$ cat src/rtl/systolic_skew_feeder.sv
// rtl/systolic_skew_feeder.sv - loads A/B operand rows, streams them diagonally skewed, sequences readout
// Optional readout phase: SKEW_FEEDER_AUTOREADOUT_EN
module systolic_skew_feeder #(
    parameter int N = 8
) (
    input  logic         clk,
    input  logic         rst_n,
    input  logic [N-1:0] in_data,
    input  logic         in_valid,
    output logic         in_ready,
    input  logic         flush,
    output logic [N-1:0] a_out,
    output logic [N-1:0] b_out,
    output logic         out_readout,
    output logic         busy,
    output logic         done
);

    localparam int CW = $clog2(2 * N);
    localparam logic [CW-1:0] BEAT_LAST   = CW'(2 * N - 1);
    localparam logic [CW-1:0] STREAM_LAST = CW'(2 * N - 2);
    localparam logic [CW-1:0] READ_LAST   = CW'(N - 1);

    typedef enum logic [1:0] {
        LOAD,
        STREAM,
        READOUT
    } state_t;

    state_t        state;
    logic [CW-1:0] beat;
    logic [CW-1:0] phase;
    logic [N-1:0]  a_row [N];
    logic [N-1:0]  b_row [N];
    logic [CW-1:0] next_t;
    logic [N-1:0]  a_next;
    logic [N-1:0]  b_next;
    logic          accept;

    // in_ready is gated by rst_n so it reads 0 while reset is held
    assign in_ready = rst_n && (state == LOAD);
    assign busy     = (state != LOAD);
    assign accept   = in_valid && in_ready && !flush;

    // Beat to be presented after the coming edge: 0 on the final load beat
    assign next_t = (state == STREAM) ? phase + 1'b1 : '0;

    always_comb begin
        a_next = '0;
        b_next = '0;
        for (int i = 0; i < N; i++) begin
            for (int r = 0; r < N; r++) begin
                if (int'(next_t) == r + i) begin
                    a_next[i] = a_row[r][i];
                    b_next[i] = b_row[r][i];
                end
            end
        end
    end

    always_ff @(posedge clk or negedge rst_n) begin
        if (!rst_n) begin
            state       <= LOAD;
            beat        <= '0;
            phase       <= '0;
            a_out       <= '0;
            b_out       <= '0;
            out_readout <= 1'b0;
            done        <= 1'b0;
            for (int k = 0; k < N; k++) begin
                a_row[k] <= '0;
                b_row[k] <= '0;
            end
        end else if (flush) begin
            state       <= LOAD;
            beat        <= '0;
            phase       <= '0;
            a_out       <= '0;
            b_out       <= '0;
            out_readout <= 1'b0;
            done        <= 1'b0;
        end else begin
            done <= 1'b0;
            case (state)
                LOAD: begin
                    if (accept) begin
                        for (int k = 0; k < N; k++) begin
                            if (beat == CW'(k))     a_row[k] <= in_data;
                            if (beat == CW'(k + N)) b_row[k] <= in_data;
                        end
                        if (beat == BEAT_LAST) begin
                            state <= STREAM;
                            beat  <= '0;
                            phase <= '0;
                            a_out <= a_next;
                            b_out <= b_next;
                        end else begin
                            beat <= beat + 1'b1;
                        end
                    end
                end
                STREAM: begin
                    if (phase == STREAM_LAST) begin
                        a_out <= '0;
                        b_out <= '0;
                        phase <= '0;
`ifdef SKEW_FEEDER_AUTOREADOUT_EN
                        state       <= READOUT;
                        out_readout <= 1'b1;
`else
                        state <= LOAD;
                        done  <= 1'b1;
`endif
                    end else begin
                        phase <= phase + 1'b1;
                        a_out <= a_next;
                        b_out <= b_next;
                    end
                end
`ifdef SKEW_FEEDER_AUTOREADOUT_EN
                READOUT: begin
                    if (phase == READ_LAST) begin
                        state       <= LOAD;
                        phase       <= '0;
                        out_readout <= 1'b0;
                        done        <= 1'b1;
                    end else begin
                        phase <= phase + 1'b1;
                    end
                end
`endif
                default: state <= LOAD;
            endcase
        end
    end

endmodule

$ cat config.mk
export PLATFORM = sky130hd
export DESIGN_NAME = systolic_skew_feeder
export DESIGN_NICKNAME = d
export VERILOG_FILES = /design/src/rtl/systolic_skew_feeder.sv
export SDC_FILE = /design/constraint.sdc
export NUM_CORES = 1
export LEC_CHECK = 0
export ABC_AREA = 1
export CAP_MARGIN = 10
export CORE_UTILIZATION = 40
export CTS_BUF_LIST = sky130_fd_sc_hd__clkbuf_4
export DETAILED_ROUTE_END_ITERATION = 6
export PLACE_DENSITY = 0.63
export SLEW_MARGIN = 40
export SYNTH_ARGS = -nofsm -noshare
export SYNTH_HDL_FRONTEND = slang
export SYNTH_SLANG_ARGS = --single-unit
$ cat constraint.sdc
create_clock -name clk -period 3.38 [get_ports clk]
set_input_delay 0.338 -clock clk [delete_from_list [all_inputs] [get_ports clk]]
set_output_delay 0.338 -clock clk [all_outputs]
set_load 0.03 [all_outputs]
==> flow_summary.toml, run 1 <==
[sta]
fmax_mhz = 383.2
fin_tns_setup_ps = 0
rsz0062_at_grt = "false"
worst_slew_margin_rel_pct = 47.18
setup_viol = 0
drv_slew = 0
finalCritPeriodShare_pct = 77.21
skew_ps = 12.53
worst_pin_slew_ps = 790.0
holdWs_ps = 338.3
period_needed_ps = 2610
hold_violations = 0

[detailed_routing]
via_count = 5751
drc = 0
firstDrtPassIters = 5
wirelength_mm = 19.45
drt_iter0_markers = 543
drtAntennaViolNets = 0
wire_per_inst_um = 17.69
vias_per_cell = 5.228

[cells_and_area]
final_cell_count_no_fill = 1100
syn_to_final_growth_pct = 9.818
ff_latch_area_um2 = 3854
multi_input_area_um2 = 2825
nFillCells = 1773
finalNetCount = 882
num_antenna_cells = 0
drive_gt1_share_pct = 8.114

[synth]
synth_top_area_cell = "dfrtp_1"
yosysSeqAreaShare_pct = 54.29
syn_nets = 862
synth_seq_cells = 154
yosys_warnings = 0
synth_top_area_share_pct = 54.29
syn_inst = 844
ys.flop_type = "dfrtp_1"
syn-cell-area_um2 = 7098
synthTopCellsByArea = "dfrtp_1 54%, nand2_1 16%, o21ai_0 11%"
synth_area_per_cell_um2 = 8.410
synth.most_common_cell = "nand2_1"
synth-edff-count = 0
synth_common_cells = "298 x nand2_1, 154 x dfrtp_1, 149 x o21ai_0"
yosys.cell_types.count = 34
async_reset_ff_share_pct = 100.0

[clocking]
h-tree-depth = 4
cts_buffer_depth = 2
cts_setup_buffers = 0
cts.sinks = 154
tritoncts = "done"
clk_latency_ps = 580
cts_made_buffers = 17
clkTransAtPathRegs_ps = 120
cts_resized = 0
cts_root_buf = "clkbuf_4"

[placed_design]
hpwlAfterDp_mm = 13.20
place_congestion = 0.9215
portBuffers = 30
placed_cells = 1068

[floorplan]
ios = 32
die_h_um = 135.2
core-area_um2 = 17300
start_util_pct = 41.04
design.die.area_um2 = 18280
die_w_um = 135.2
rows = 48

[setup_path]
cp_cell_sequence = "inv_1 -> ha_1 -> nor2_4 -> inv_2 -> nor2_2 -> inv_2 -> nor2_4 -> inv_1 -> o21ai_0 -> inv_1 -> nand2_1 -> nand2_1"
slowest_stage = "dfrtp_1"
end_kind = "flop"
critPathLaunchType = "flop"
path_delay_family = "simple AND/OR/NAND/NOR gates"
critical_path.max_fanout = 9
setup.worst_path.class = "flop to flop"
startpoint = "phase[0]$_DFFE_PN0P_"
worst-endpoint-arrival_ps = 3080
cp_common_cell = "inv_1"
critPathBufInv = 5
r2r_start = "phase[0]$_DFFE_PN0P_"
slowest_delay_ps = 570
worstPathRequired_ps = 3850

[worst_hold_path]
holdCritPathClass = "primary input to async pin"

[global_routing]
track_usage_pct = 22.89
first_global_vias = 5487
grt_antenna_before_repair = 0
grt_max_degree = 155
grt_pass1_wl_mm = 31.19
grt_util_met3_pct = 5.088
grt_util_met1_pct = 31.42
met2_usage_pct = 35.58
grt_remaining_overflow = 0
top_usage_layer = "met2"

[power_and_ir_drop]
peakVddDrop_v = 0.0002268
power_density_nw_per_um2 = 402.1
power_w = 0.003134
power.leakage_nw = 3.791

[job]
cap_violations = 0

[outcome]
status = "completed"
## power breakdown
group | leakage, nW | switching, W | internal, W
Sequential | 2.12 | 0.0000501 | 0.00192
Combinational | 1.55 | 0.000124 | 0.0000576
Clock | 0.117 | 0.000650 | 0.000335
Total | 3.79 | 0.000823 | 0.00231
## per-layer routing
| layer | wire length (um) | vias to the layer above |
|---|---|---|
| met4 | 530 | 0 |
| met3 | 1062 | 41 |
| met1 | 8805 | 2772 |
| met5 | 0 | - |
| met2 | 9055 | 155 |
| li1 | - | 2783 |
## placed cells by master (no fill, tap or decap), drive strengths merged
master,n
nand2,307
dfrtp,154
o21ai,151
inv,66
nand3,35
nor2,30
clkdlybuf4s50,29
nand4,22
clkbuf,17
a21oi,15
clkinv,10
or2,9
o22ai,6
ha,6
buf,5
nor3,4
o211ai,2
nor3b,1
nand3b,1
xor2,1
conb,1
clkinvlp,1
bufinv,1
dlygate4sd3,1
## per-stage QoR
stage / cell area (um^2) / worst slack [ps] / util [%]
3_5_place_dp: 7543 / 846.2 / 43.61
4_1_cts: 7767 / 822.7 / 44.91
2_1_floorplan: 7098 / 1242 / -
5_1_grt: 7795 / 621.3 / 45.07
6_report: 7795 / 770.3 / 45.07
3_3_place_gp: 7543 / 883.4 / 43.61
## sequential cells by signal (all words and copies together) (netlist names)
signal	cells
a_out	8
a_row	64
b_out	8
b_row	64
beat	4
done	1
phase	4
state	1
## worst reg2reg max path, delay by kind of cell (launching register included)
family	cells	cell delay, ps
compound gates	1	170
fa+ha+maj	1	370
buf+inv	5	590
flops	1	570
simple gates	5	810
## what timing repair did
action | CTS | global route
hold buffers | 1 | 0
setup endpoints to repair | 0 | 0
endpoints found under the hold margin | 154 | 0
## final cells by class
| type | instances | area share, % |
|---|---|---|
| Multi-Input combinational cell | 591 | 36.24 |
| Clock buffer | 17 | 1.637 |
| Inverter | 65 | 3.162 |
| Tap cell | 225 | 3.612 |
| Sequential cell | 154 | 49.44 |
| Clock inverter | 13 | 1.108 |
| Timing Repair Buffer | 35 | 4.799 |
## cell families (layout without fill, tap and decap cells)
| logic type | count (synthesis) | in the layout | synth area share, % |
|---|---|---|---|
| adders and majority gates | 6 | 6 | 1.058 |
| AOI/OAI and AO/OA | 174 | 174 | 12.44 |
| and+or+nand+nor | 409 | 409 | 26.12 |
| other | 1 | 1 | 0.05283 |
| DFF | 154 | 154 | 54.29 |
| buffers and inverters | 99 | 130 | 5.905 |
| xor gates and xnor gates | 1 | 1 | 0.1234 |
## final timing paths
path	end	slack, ps	depth (start not counted)
max	b_out[3]$_DFFE_PN0P_	770	12
min	b_row[6]$_DFFE_PN0P_	340	3
max reg2reg	b_out[3]$_DFFE_PN0P_	770	12
min reg2reg	a_out[7]$_DFFE_PN0P_	490	2
max in group asynchronous	a_row[16]$_DFFE_PN0P_	2320	4
min in group clk	done$_DFF_PN0_	450	2
Power figures use the tool's default switching activity.
==> run 2, diff against run 1 <==
- PLACE_DENSITY: 0.63 -> 0.65
- clock period: 3.38 -> 2.4 ns (I/O delays scaled with it)
==> flow_summary.toml, run 2 (same netlist as run 1, synthesis figures left out) <==
[global_routing]
grt_max_degree = 155
grt_remaining_overflow = 0
track_usage_pct = 22.13
grt_pass1_wl_mm = 30.12
grt_antenna_before_repair = 0
first_global_vias = 5420

[floorplan]
start_util_pct = 41.04
ios = 32
rows = 48
design.die.area_um2 = 18280
die_w_um = 135.2
core-area_um2 = 17300
die_h_um = 135.2

[detailed_routing]
drt_iter0_markers = 527
wire_per_inst_um = 17.00
drc = 0
vias_per_cell = 5.212
firstDrtPassIters = 5
drtAntennaViolNets = 0
via_count = 5853
wirelength_mm = 19.09

[setup_path]
path_delay_family = "buffers and inverters"
setup.worst_path.class = "flop to primary output"
critPathBufInv = 1
critical_path.max_fanout = 8
worstPathRequired_ps = 2160
cp_cell_sequence = "nor2_2 -> clkdlybuf4s50_1"
slowest_delay_ps = 700
worst-endpoint-arrival_ps = 2010
critPathLaunchType = "flop"
slowest_stage = "clkdlybuf4s50_1"
end_kind = "primary output"

[sta]
hold_violations = 0
worst_slew_margin_rel_pct = 59.82
period_needed_ps = 2246
skew_ps = 16.54
setup_viol = 0
drv_slew = 0
fin_tns_setup_ps = 0
fmax_mhz = 445.2
worst_pin_slew_ps = 602.0
holdWs_ps = 249.0
rsz0062_at_grt = "false"
finalCritPeriodShare_pct = 93.60

[worst_hold_path]
holdCritPathClass = "primary input to async pin"

[clocking]
h-tree-depth = 4
cts_made_buffers = 17
clkTransAtPathRegs_ps = 130
clk_latency_ps = 550
tritoncts = "done"
cts_root_buf = "clkbuf_4"
cts.sinks = 154
cts_buffer_depth = 2

[cells_and_area]
syn_to_final_growth_pct = 13.71
layout_common_cells = "297 x nand2_1, 153 x dfrtp_1, 148 x o21ai_0"
num_antenna_cells = 0
drive_gt1_share_pct = 11.58
mostFrequentLayoutCell = "nand2_1"
finalNetCount = 903
top_regs = "a_row (64), b_row (64)"

[power_and_ir_drop]
peakVddDrop_v = 0.0005218
power.leakage_nw = 3.944
power_density_nw_per_um2 = 599.1
power_w = 0.004835

[placed_design]
portBuffers = 30
hpwlAfterDp_mm = 13.00
place_congestion = 0.8779

[job]
cap_violations = 0

[outcome]
status = "completed"
run 2: per-layer routing:
metal  vias to the layer above  GRT usage (%)  share of wire, %
met4                         0          8.739               2.3
met3                        26          3.966               4.8
met5                         -              0                 0
li1                       2820              -                 -
met1                      2829          30.43                46
met2                       178          34.64                47
run 2: final timing paths:
check / startpoint / to / slack, ps / cells past startpoint
hold / removal: rst_n / a_row[31]$_DFFE_PN0P_ / 250 / 3
hold reg to reg: a_out[0]$_DFFE_PN0P_ / a_out[0]$_DFFE_PN0P_ / 490 / 2
max in group asynchronous: rst_n / state[0]$_DFFE_PN0P_ / 1380 / 4
setup / recovery: state[0]$_DFFE_PN0P_ / in_ready / 150 / 2
min in group clk: flush / done$_DFF_PN0_ / 360 / 2
setup reg to reg: phase[0]$_DFFE_PN0P_ / a_out[6]$_DFFE_PN0P_ / 160 / 15
run 2: power by group:
part	total, W	switching, W	leakage, nW	internal, W
clock	0.00181	0.000946	0.177	0.000859
combinational	0.000257	0.000173	1.64	0.0000835
sequential	0.00277	0.0000718	2.12	0.00270
run 2: worst reg2reg max path: cells and delay by family (launching register included):
kind          cells  cell delay [ps]
simple gates     11             1110
buf+inv           3              320
flops             1              400
fa+ha+maj         1              360
run 2: metrics by stage:
stage	utilization [%]	area [um^2]	cells	worst slack (ps)
2_1_floorplan	-	7098	844	262.3
5_1_grt	46.67	8071	1123	15.76
4_1_cts	46.33	8013	1119	29.60
6_report	46.67	8071	1123	153.7
3_3_place_gp	44.39	7679	1086	143.6
3_5_place_dp	44.39	7679	1086	117.6
run 2: repair_timing:
action / in CTS / in global routing
hold buffers: 1 / 0
endpoints found under the hold margin: 154 / 0
buffers inserted: 0 / 3
resized for setup: 0 / 4
setup endpoints to repair: 0 / 8
run 2: cell type report:
| class | instances | area (um^2) |
|---|---|---|
| fillers | 1728 | 9225 |
| repair buffers | 56 | 531.8 |
| multi-input cells | 591 | 2833 |
| inverters | 65 | 246.5 |
| well taps | 225 | 281.5 |
| clock inverters | 12 | 173.9 |
| clock buffers | 20 | 150.1 |
| flip-flops and latches | 154 | 3855 |
